**src/rtl/l2_fill_if.sv**
```systemverilog
// Bundle of the I-cache / D-cache fill handshakes and the shared L2 fill port.
// The slave side is the arbiter; the master side is the L1 miss handlers plus the L2 model.
interface l2_fill_if #(
  parameter int LINE_BITS = 256
);
  logic                 ic_req_i;
  logic [31:0]          ic_addr_i;
  logic [LINE_BITS-1:0] ic_data_o;
  logic                 ic_ready_o;
  logic                 dc_req_i;
  logic [31:0]          dc_addr_i;
  logic [LINE_BITS-1:0] dc_data_o;
  logic                 dc_ready_o;
  logic [31:0]          l2_addr_o;
  logic                 l2_re_o;
  logic [LINE_BITS-1:0] l2_data_i;
  logic                 l2_data_ready_i;

  modport slave (
    input  ic_req_i, ic_addr_i, dc_req_i, dc_addr_i, l2_data_i, l2_data_ready_i,
    output ic_data_o, ic_ready_o, dc_data_o, dc_ready_o, l2_addr_o, l2_re_o
  );

  modport master (
    output ic_req_i, ic_addr_i, dc_req_i, dc_addr_i, l2_data_i, l2_data_ready_i,
    input  ic_data_o, ic_ready_o, dc_data_o, dc_ready_o, l2_addr_o, l2_re_o
  );
endinterface

```
**src/rtl/l2_fill_arbiter.sv**
```systemverilog
// Round-robin arbiter sharing one L2 line-fill port between I-cache and D-cache,
// one fill in flight, with a watchdog that completes a lost fill with zero data.
module l2_fill_arbiter #(
  parameter int LINE_BITS   = 256,
  parameter int OFFSET_BITS = 5,
  parameter int TIMEOUT     = 64
) (
  input  logic    clk,
  input  logic    reset,
  input  logic    run_i,
  l2_fill_if.slave bus,
  output logic    busy_o,
  output logic    err_o
);
  localparam int              CNT_W     = $clog2(TIMEOUT + 1);
  localparam logic [CNT_W-1:0] CNT_LAST = CNT_W'(TIMEOUT - 1);
  localparam logic [31:0]     LINE_MASK = 32'((64'd1 << OFFSET_BITS) - 64'd1);

  typedef enum logic [1:0] {IDLE, WAIT, RESP} state_t;

  state_t           state;
  logic             owner_dc;
  logic             last_dc;
  logic [CNT_W-1:0] wd_cnt;
  logic             grant_dc;
  logic [31:0]      grant_addr;

  // On a tie the requester that did not win last time gets the port.
  always_comb begin
    grant_dc   = bus.dc_req_i && (!bus.ic_req_i || !last_dc);
    grant_addr = (grant_dc ? bus.dc_addr_i : bus.ic_addr_i) & ~LINE_MASK;
  end

  always_ff @(posedge clk) begin
    if (reset) begin
      state          <= IDLE;
      owner_dc       <= 1'b0;
      last_dc        <= 1'b1;
      wd_cnt         <= '0;
      busy_o         <= 1'b0;
      err_o          <= 1'b0;
      bus.ic_ready_o <= 1'b0;
      bus.dc_ready_o <= 1'b0;
      bus.ic_data_o  <= '0;
      bus.dc_data_o  <= '0;
      bus.l2_addr_o  <= '0;
      bus.l2_re_o    <= 1'b0;
    end else begin
      bus.ic_ready_o <= 1'b0;
      bus.dc_ready_o <= 1'b0;
      bus.l2_re_o    <= 1'b0;
      case (state)
        IDLE: begin
          if (run_i && (bus.ic_req_i || bus.dc_req_i)) begin
            owner_dc      <= grant_dc;
            last_dc       <= grant_dc;
            bus.l2_addr_o <= grant_addr;
            bus.l2_re_o   <= 1'b1;
            wd_cnt        <= '0;
            busy_o        <= 1'b1;
            state         <= WAIT;
          end
        end
        WAIT: begin
          // A response on the last allowed cycle beats the watchdog.
          if (bus.l2_data_ready_i || wd_cnt == CNT_LAST) begin
            if (owner_dc) begin
              bus.dc_data_o  <= bus.l2_data_ready_i ? bus.l2_data_i : '0;
              bus.dc_ready_o <= 1'b1;
            end else begin
              bus.ic_data_o  <= bus.l2_data_ready_i ? bus.l2_data_i : '0;
              bus.ic_ready_o <= 1'b1;
            end
            if (!bus.l2_data_ready_i) err_o <= 1'b1;
            state <= RESP;
          end else begin
            wd_cnt <= wd_cnt + 1'b1;
          end
        end
        RESP: begin
          busy_o <= 1'b0;
          state  <= IDLE;
        end
        default: begin
          busy_o <= 1'b0;
          state  <= IDLE;
        end
      endcase
    end
  end
endmodule

```
**src/flat_wrapper.sv**
```systemverilog
// flat-port wrapper written by rule: the top's interface ports become plain ports
module l2_fill_arbiter_flat 
#(
  parameter int LINE_BITS   = 256,
  parameter int OFFSET_BITS = 5,
  parameter int TIMEOUT     = 64
)
  (clk, reset, run_i, busy_o, err_o, bus_ic_req_i, bus_ic_addr_i, bus_dc_req_i, bus_dc_addr_i, bus_l2_data_i, bus_l2_data_ready_i, bus_ic_data_o, bus_ic_ready_o, bus_dc_data_o, bus_dc_ready_o, bus_l2_addr_o, bus_l2_re_o);
  l2_fill_if #(.LINE_BITS(LINE_BITS)) bus_i ();
  input  logic clk;
  input  logic reset;
  input  logic run_i;
  output logic busy_o;
  output logic err_o;
  input wire logic [$bits(bus_i.ic_req_i)-1:0] bus_ic_req_i;
  input wire logic [$bits(bus_i.ic_addr_i)-1:0] bus_ic_addr_i;
  input wire logic [$bits(bus_i.dc_req_i)-1:0] bus_dc_req_i;
  input wire logic [$bits(bus_i.dc_addr_i)-1:0] bus_dc_addr_i;
  input wire logic [$bits(bus_i.l2_data_i)-1:0] bus_l2_data_i;
  input wire logic [$bits(bus_i.l2_data_ready_i)-1:0] bus_l2_data_ready_i;
  output wire logic [$bits(bus_i.ic_data_o)-1:0] bus_ic_data_o;
  output wire logic [$bits(bus_i.ic_ready_o)-1:0] bus_ic_ready_o;
  output wire logic [$bits(bus_i.dc_data_o)-1:0] bus_dc_data_o;
  output wire logic [$bits(bus_i.dc_ready_o)-1:0] bus_dc_ready_o;
  output wire logic [$bits(bus_i.l2_addr_o)-1:0] bus_l2_addr_o;
  output wire logic [$bits(bus_i.l2_re_o)-1:0] bus_l2_re_o;
  assign bus_i.ic_req_i = bus_ic_req_i;
  assign bus_i.ic_addr_i = bus_ic_addr_i;
  assign bus_i.dc_req_i = bus_dc_req_i;
  assign bus_i.dc_addr_i = bus_dc_addr_i;
  assign bus_i.l2_data_i = bus_l2_data_i;
  assign bus_i.l2_data_ready_i = bus_l2_data_ready_i;
  assign bus_ic_data_o = bus_i.ic_data_o;
  assign bus_ic_ready_o = bus_i.ic_ready_o;
  assign bus_dc_data_o = bus_i.dc_data_o;
  assign bus_dc_ready_o = bus_i.dc_ready_o;
  assign bus_l2_addr_o = bus_i.l2_addr_o;
  assign bus_l2_re_o = bus_i.l2_re_o;
  l2_fill_arbiter #(.LINE_BITS(LINE_BITS), .OFFSET_BITS(OFFSET_BITS), .TIMEOUT(TIMEOUT)) u_core (.clk(clk), .reset(reset), .run_i(run_i), .bus(bus_i), .busy_o(busy_o), .err_o(err_o));
endmodule
```
**config.mk**
```make
export PLATFORM = sky130hd
export DESIGN_NAME = l2_fill_arbiter_flat
export DESIGN_NICKNAME = d
export VERILOG_FILES = /design/src/rtl/l2_fill_if.sv /design/src/rtl/l2_fill_arbiter.sv /design/src/flat_wrapper.sv
export SDC_FILE = /design/constraint.sdc
export NUM_CORES = 1
export LEC_CHECK = 0
export ABC_AREA = 1
export CORE_AREA = 5 5 336 338
export CTS_CLUSTER_DIAMETER = 50
export DETAILED_ROUTE_END_ITERATION = 10
export DIE_AREA = 0 0 341 343
export PLACE_DENSITY = 0.46
export SETUP_SLACK_MARGIN = 0.4
export SLEW_MARGIN = 20
export SYNTH_ARGS = -nofsm -noshare
export SYNTH_HDL_FRONTEND = slang
export SYNTH_SLANG_ARGS = --single-unit
```
**constraint.sdc**
```tcl
create_clock -name clk -period 2 [get_ports clk]
set_input_delay 0.4 -clock clk [delete_from_list [all_inputs] [get_ports clk]]
set_output_delay 0.4 -clock clk [all_outputs]
set_load 0.02 [all_outputs]
```
==> results.json, run 1 <==
{
  "drtPass1Iterations": 5,
  "syn-cell-area_um2": 24070,
  "area_growth_pct": 66.82,
  "number_of_vias_after_detailed_routing": 25280,
  "timing.rr.start": "u_core.wd_cnt[1]",
  "worst_pin_slew_ns": 0.7495,
  "totalWireLength_mm": 116.7,
  "grt_setup_unrepaired": "yes",
  "first_pass_grt_wire_length_mm": 155.9,
  "irDropWorstVdd_v": 0.0005303,
  "hp_class": "in -> reg",
  "reg2reg_depth": 12,
  "routedWlPerCell_um": 18.96,
  "power_per_cell_area_nw_per_um2": 845.7,
  "design.die.area_um2": 117000,
  "timing.critical_path.arrival_ns": 1.40,
  "seq_area_frac_synth": 0.4616,
  "ctsRootBufferMaster": "sky130_fd_sc_hd__clkbuf_16",
  "floorplan.die.width_um": 341,
  "antenna_found_initial": 25,
  "final_design_area_no_fill_um2": 40150,
  "post_synth.cell_area_avg_um2": 6.477,
  "setup_total_negative_slack_ns": 0,
  "clock_sinks": 555,
  "synth-edff-count": 0,
  "drive_gt1_frac": 0.1307,
  "run_status": "finished, final reports clean",
  "timing.fmax_mhz": 555.5,
  "detail-route-antenna-nets": 0,
  "global_route.usage.total": 0.1739,
  "first_iter_violations": 1372,
  "end_kind": "output pin",
  "grt_overflow_total": 0,
  "period_share": 0.9000,
  "gp_congestion": 0.8348,
  "timing.critical_path.slowest_stage_cell": "sky130_fd_sc_hd__dfxtp_1",
  "cts-htree-levels": 3,
  "final_nets": 4958,
  "path_delay_family": "flip-flops",
  "cap_viol_max_count": 0,
  "timing.critical_path.fanout_max": 2,
  "period_needed_ns": 1.800,
  "cts-buffers-inserted": 97,
  "clock_latency_ns": 0.67,
  "slew_violations": 0,
  "dp.final_hpwl_mm": 76.39,
  "synth_cell_types": 24,
  "via_per_inst": 4.107,
  "synth.yosys.warnings": 0,
  "path_clk_slew_ns": 0.05,
  "leakage_nw": 20.23,
  "finalSetupViolCount": 0,
  "critical-path-max-stage-delay_ns": 0.37,
  "grt_start_max_net_pins": 88,
  "skew_ns": 0.03309,
  "initial_core_util": 0.2193,
  "placement_rows": 122,
  "critPathLaunch": "u_core.bus.ic_data_o[98]",
  "worstPathRequired_ns": 1.60,
  "synthArstFlopShare": 0,
  "ys.flop_type": "sky130_fd_sc_hd__dfxtp_1",
  "rrSetupSlack_ns": 0.21,
  "floorplan.core_area_um2": 109800,
  "finalHoldViolCount": 0,
  "dieHeight_um": 343,
  "pin_count": 875,
  "ctsLongestPathBuffers": 3,
  "p_total_mw": 33.95,
  "critical_path_depth": 1,
  "total_of_flip_flops_plus_latches_after_synthesis": 555,
  "instance_area_after_placement_um2": 34810,
  "max_slew_margin": 0.5003,
  "critical_path.endpoint": "bus_ic_data_o[98]",
  "regToRegEndpoint": "u_core.bus.ic_data_o[180]",
  "portBuffers": 859,
  "cts_tree": "done",
  "critPathBufInv": 1,
  "grt_pass1_vias": 24060,
  "synth_cells": 3716,
  "cell_chain_critical_path": "dlygate4sd2_1",
  "detail_route.drc_violations": 0,
  "critical_path_startpoint_category": "flop",
  "crit_type": "reg -> out"
}
[tightest hold or removal path: stages]
cell                      delay (ns)
sky130_fd_sc_hd__buf_8          0.09
sky130_fd_sc_hd__inv_1          0.11
sky130_fd_sc_hd__nand2_1        0.09
sky130_fd_sc_hd__nand2_1        0.04
[repair_timing]
item,CTS,global route
hold buffers,0,0
gates resized for setup,1101,178
setup endpoints to repair,1059,1034
cloned,6,39
pin swaps,2,57
endpoints found under the hold margin,0,0
setup buffers,7,21
[placed cells by master (no fill, tap or decap), types with 15 or more instances in the layout]
cell type and n:
sky130_fd_sc_hd__clkdlybuf4s15_1 139, sky130_fd_sc_hd__nand2_1 1112, sky130_fd_sc_hd__o21ai_1 23, sky130_fd_sc_hd__clkdlybuf4s15_2 77
sky130_fd_sc_hd__dfxtp_2 30, sky130_fd_sc_hd__clkdlybuf4s50_1 313, sky130_fd_sc_hd__clkinv_2 18, sky130_fd_sc_hd__nor2_1 665
sky130_fd_sc_hd__dlygate4sd2_1 292, sky130_fd_sc_hd__inv_1 622, sky130_fd_sc_hd__nand4_1 131, sky130_fd_sc_hd__buf_6 52
sky130_fd_sc_hd__dfxtp_1 516, sky130_fd_sc_hd__nand2_4 17, sky130_fd_sc_hd__nor2_2 27, sky130_fd_sc_hd__nand2_2 15
sky130_fd_sc_hd__buf_16 19, sky130_fd_sc_hd__o21ai_0 101, sky130_fd_sc_hd__buf_4 76, sky130_fd_sc_hd__buf_12 48
sky130_fd_sc_hd__clkbuf_8 16, sky130_fd_sc_hd__bufinv_16 17, sky130_fd_sc_hd__diode_2 17, sky130_fd_sc_hd__a21oi_1 159
sky130_fd_sc_hd__clkbuf_16 129
[cells by family after synthesis]
family | Yosys count | share of synthesized area
AOI/OAI and AO/OA | 298 | 0.06207
adders and majority gates | 1 | 0.0005198
buffers and inverters | 876 | 0.1506
DFF | 555 | 0.4616
other | 1 | 0.0001558
and+or+nand+nor | 1985 | 0.3251
[where the power goes]
| part | total, mW | switching (mW) | leakage (nW) | internal, mW |
|---|---|---|---|---|
| sequential | 11.6 | 0.204 | 4.52 | 11.4 |
| combinational | 4.31 | 2.46 | 14.0 | 1.85 |
| clock | 18.0 | 6.28 | 1.71 | 11.7 |
[stage by stage]
step                      utilization  setup slack, ns  instances  hold WS (ns)
final                          0.3658           0.1999       6155        0.1309
after global routing           0.3656           0.1367       6147        0.1242
after CTS                      0.3507           0.1731       6078       0.06750
after detailed placement       0.3171        -0.007471       5885        0.4464
after global placement         0.3171         -0.02080       5885        0.4425
after floorplan                     -           0.4043       3720        0.4430
[registers in the layout (all words and copies together) (netlist names)]
| name | count |
|---|---|
| u_core.bus.dc_data_o | 256 |
| u_core.bus.ic_data_o | 256 |
| u_core.bus.l2_addr_o | 27 |
| u_core.wd_cnt | 7 |
| u_core.state | 2 |
| u_core.bus.dc_ready_o | 1 |
| u_core.bus.ic_ready_o | 1 |
| u_core.bus.l2_re_o | 1 |
| u_core.busy_o | 1 |
| u_core.err_o | 1 |
| u_core.last_dc | 1 |
| u_core.owner_dc | 1 |
[cells in the mapped netlist, types with 2 or more instances]
cell type,instances,area share
sky130_fd_sc_hd__nand2_1,1143,0.18
sky130_fd_sc_hd__nor2_1,696,0.11
sky130_fd_sc_hd__inv_1,629,0.098
sky130_fd_sc_hd__dfxtp_1,555,0.46
sky130_fd_sc_hd__a21oi_1,169,0.035
sky130_fd_sc_hd__nand4_1,131,0.034
sky130_fd_sc_hd__o21ai_0,128,0.027
sky130_fd_sc_hd__clkbuf_1,110,0.017
sky130_fd_sc_hd__buf_2,67,0.014
sky130_fd_sc_hd__buf_1,23,0.0036
sky130_fd_sc_hd__buf_4,23,0.0072
sky130_fd_sc_hd__buf_6,22,0.010
sky130_fd_sc_hd__nand3_1,7,0.0015
sky130_fd_sc_hd__inv_2,2,0.00031
sky130_fd_sc_hd__nand2_4,2,0.00094
[metal layers]
| metal | GRT usage | part of all wire |
|---|---|---|
| met5 | 0 | 0.00047 |
| met4 | 0.06952 | 0.032 |
| met3 | 0.05858 | 0.080 |
| met2 | 0.2913 | 0.47 |
| met1 | 0.2053 | 0.42 |
[layout make-up]
type                            instances  area [um2]
Sequential cell                       555       11180
Clock buffer                          122        2681
Timing Repair Buffer                 1057       11510
Inverter                              631        2397
Multi-Input combinational cell       2289        9724
Tap cell                             1426        1784
Clock inverter                         58       824.5
Fill cell                           11710       69600
Antenna cell                           17       42.54
[worst min path at each step]
stage                             start              to  slack, ns  cells after the start
detailed placement         u_core.err_o    u_core.err_o       0.45                      2
CTS                 bus_l2_data_ready_i    u_core.err_o       0.07                      4
floorplan                u_core.last_dc  u_core.last_dc       0.44                      2
global placement           u_core.err_o    u_core.err_o       0.44                      2
global route        bus_l2_data_ready_i    u_core.err_o       0.12                      4
finish              bus_l2_data_ready_i    u_core.err_o       0.13                      4
No activity file was read; power rests on OpenSTA's default activity.
==> run 2: changes to the inputs <==
Settings changed: ABC_CLOCK_PERIOD_IN_PS set to 2000, SLEW_MARGIN 20 to not set.
==> results of run 2 <==
Final layout, timing and power as in run 1 (identical DEF).
==> run 3: changes to the inputs <==
Settings changed: CORE_AREA 5 5 336 338 to 5 5 333 335, CTS_BUF_LIST set to sky130_fd_sc_hd__clkbuf_8, DIE_AREA 0 0 341 343 to 0 0 338 340, PLACE_DENSITY 0.46 to 0.47, SETUP_SLACK_MARGIN 0.4 to 0.15.
==> results.json, run 3 (synthesis results as in run 1) <==
{
  "run_status": "finished, final reports clean",
  "p_total_mw": 28.33,
  "ctsLongestPathBuffers": 3,
  "dpl.cell_count": 5881,
  "slew_violations": 0,
  "placement_rows": 121,
  "leakage_nw": 18.91,
  "grt_overflow_total": 0,
  "grt_pass1_vias": 23830,
  "timing.critical_path.fanout_max": 8,
  "drive_gt1_frac": 0.1743,
  "hp_class": "in -> reg",
  "dp_slack_ns": 0.08793,
  "timing.fmax_mhz": 533.8,
  "setup_ws_ns": 0.1266,
  "final_design_area_no_fill_um2": 37280,
  "drtPass1Iterations": 5,
  "cts-htree-levels": 3,
  "layout.area.seq_um2": 11130,
  "first_iter_violations": 1200,
  "ctsRootBufferMaster": "sky130_fd_sc_hd__clkbuf_8",
  "post-route-util": 0.3459,
  "path_clk_slew_ns": 0.06,
  "detail-route-antenna-nets": 0,
  "floorplan.die.width_um": 338,
  "detail_route.drc_violations": 0,
  "irDropWorstVdd_v": 0.0005498,
  "layout.cells.most_common": "sky130_fd_sc_hd__nand2_1",
  "design.die.area_um2": 114900,
  "gp_congestion": 0.8071,
  "final_nets": 4961,
  "global_route.usage.total": 0.1729,
  "worst_pin_slew_ns": 0.6662,
  "crit_type": "reg -> reg",
  "finalSetupViolCount": 0,
  "skew_ns": 0.03604,
  "max_slew_margin": 0.5559,
  "routedWlPerCell_um": 17.87,
  "finalHoldViolCount": 0,
  "end_kind": "flop",
  "area_taken_by_multi_input_logic_gates_um2": 9612,
  "pin_count": 875,
  "top_registers": "u_core.bus.dc_data_o: 256 flops, u_core.bus.ic_data_o: 256 flops, u_core.bus.l2_addr_o: 27 flops",
  "grt_start_max_net_pins": 100,
  "floorplan.core_area_um2": 107800,
  "period_share": 0.9367,
  "final-instance-count-excl-fill": 6154,
  "clock_latency_ns": 0.75,
  "critical_path_startpoint_category": "flop",
  "timing.critical_path.arrival_ns": 2.53,
  "clock_sinks": 555,
  "via_per_inst": 4.082,
  "filler_cell_count": 11810,
  "instance_area_after_placement_um2": 34820,
  "timing.hold.ws_ns": 0.1416,
  "period_needed_ns": 1.873,
  "cts-buffers-inserted": 113,
  "area_growth_pct": 54.91,
  "initial_core_util": 0.2233,
  "grt_setup_unrepaired": "yes",
  "worstPathRequired_ns": 2.66,
  "portBuffers": 859,
  "first_pass_grt_wire_length_mm": 152.7,
  "number_of_vias_after_detailed_routing": 25120,
  "dp.final_hpwl_mm": 76.89,
  "totalWireLength_mm": 110.0,
  "dieHeight_um": 340,
  "setup_total_negative_slack_ns": 0,
  "cts_tree": "done",
  "power_per_cell_area_nw_per_um2": 759.8,
  "cap_viol_max_count": 0,
  "highest_count_cells_in_the_layout_ignoring_fill_and_taps": "1134 x sky130_fd_sc_hd__nand2_1, 671 x sky130_fd_sc_hd__inv_1, 665 x sky130_fd_sc_hd__nor2_1",
  "antenna_found_initial": 10
}
run 3: changes by cell type in the layout (fill, tap and decap cells not counted), moves of 39 or more:
cell	delta
sky130_fd_sc_hd__inv_1	+49
sky130_fd_sc_hd__clkdlybuf4s15_1	-65
sky130_fd_sc_hd__clkbuf_8	+134
sky130_fd_sc_hd__dlygate4sd2_1	-199
sky130_fd_sc_hd__buf_2	+41
sky130_fd_sc_hd__clkbuf_16	-108
sky130_fd_sc_hd__clkbuf_2	+219
sky130_fd_sc_hd__buf_6	-39
run 3: worst paths after layout:
check                 startpoint                        to  slack [ns]  cells after the start
max             u_core.wd_cnt[1]  u_core.bus.ic_data_o[90]        0.13                     12
max reg2reg     u_core.wd_cnt[1]  u_core.bus.ic_data_o[90]        0.13                     12
min reg2reg         u_core.err_o              u_core.err_o        0.46                      2
min          bus_l2_data_ready_i              u_core.err_o        0.14                      4
run 3: area by class of cell:
type / instances / area share
clock buffers: 149 / 0.05500
well taps: 1414 / 0.04745
flip-flops and latches: 555 / 0.2986
inverters: 631 / 0.06457
diodes: 6 / 0.0004027
clock inverters: 66 / 0.01138
repair buffers: 1044 / 0.2648
multi-input cells: 2289 / 0.2578
run 3: worst max-delay path, stage by stage (launching register included):
cell                        delay [ns]
sky130_fd_sc_hd__dfxtp_2          0.33
sky130_fd_sc_hd__ha_4             0.16
sky130_fd_sc_hd__nand2_4          0.07
sky130_fd_sc_hd__nor2_4           0.05
sky130_fd_sc_hd__nand2_4          0.08
sky130_fd_sc_hd__nand2_8          0.08
sky130_fd_sc_hd__nand2_8          0.17
sky130_fd_sc_hd__clkinv_16        0.09
sky130_fd_sc_hd__buf_16           0.17
sky130_fd_sc_hd__buf_16           0.17
sky130_fd_sc_hd__buf_4            0.15
sky130_fd_sc_hd__buf_4            0.13
sky130_fd_sc_hd__a21oi_2          0.11
run 3: what timing repair did:
action / 4_1_cts / 5_1_grt
setup buffers: 0 / 29
hold endpoints to repair: 5 / 0
resized for setup: 1147 / 491
pin swaps: 0 / 39
endpoints found under the setup margin: 580 / 967
cloned: 0 / 22
hold buffers: 1 / 0
run 3: per-layer routing:
metal / vias up / share of wire / routed length, um / global-route usage
met5: - / 0.00059 / 65 / 0
met4: 8 / 0.031 / 3434 / 0.05632
met3: 166 / 0.084 / 9277 / 0.06178
met2: 743 / 0.48 / 52550 / 0.3013
met1: 11340 / 0.41 / 44680 / 0.1965
li1: 12870 / - / - / -
run 3: power by group:
part / total [mW] / switching (mW) / internal (mW)
registers: 11.6 / 0.210 / 11.4
clock network: 12.7 / 5.46 / 7.19
logic: 4.03 / 2.35 / 1.69
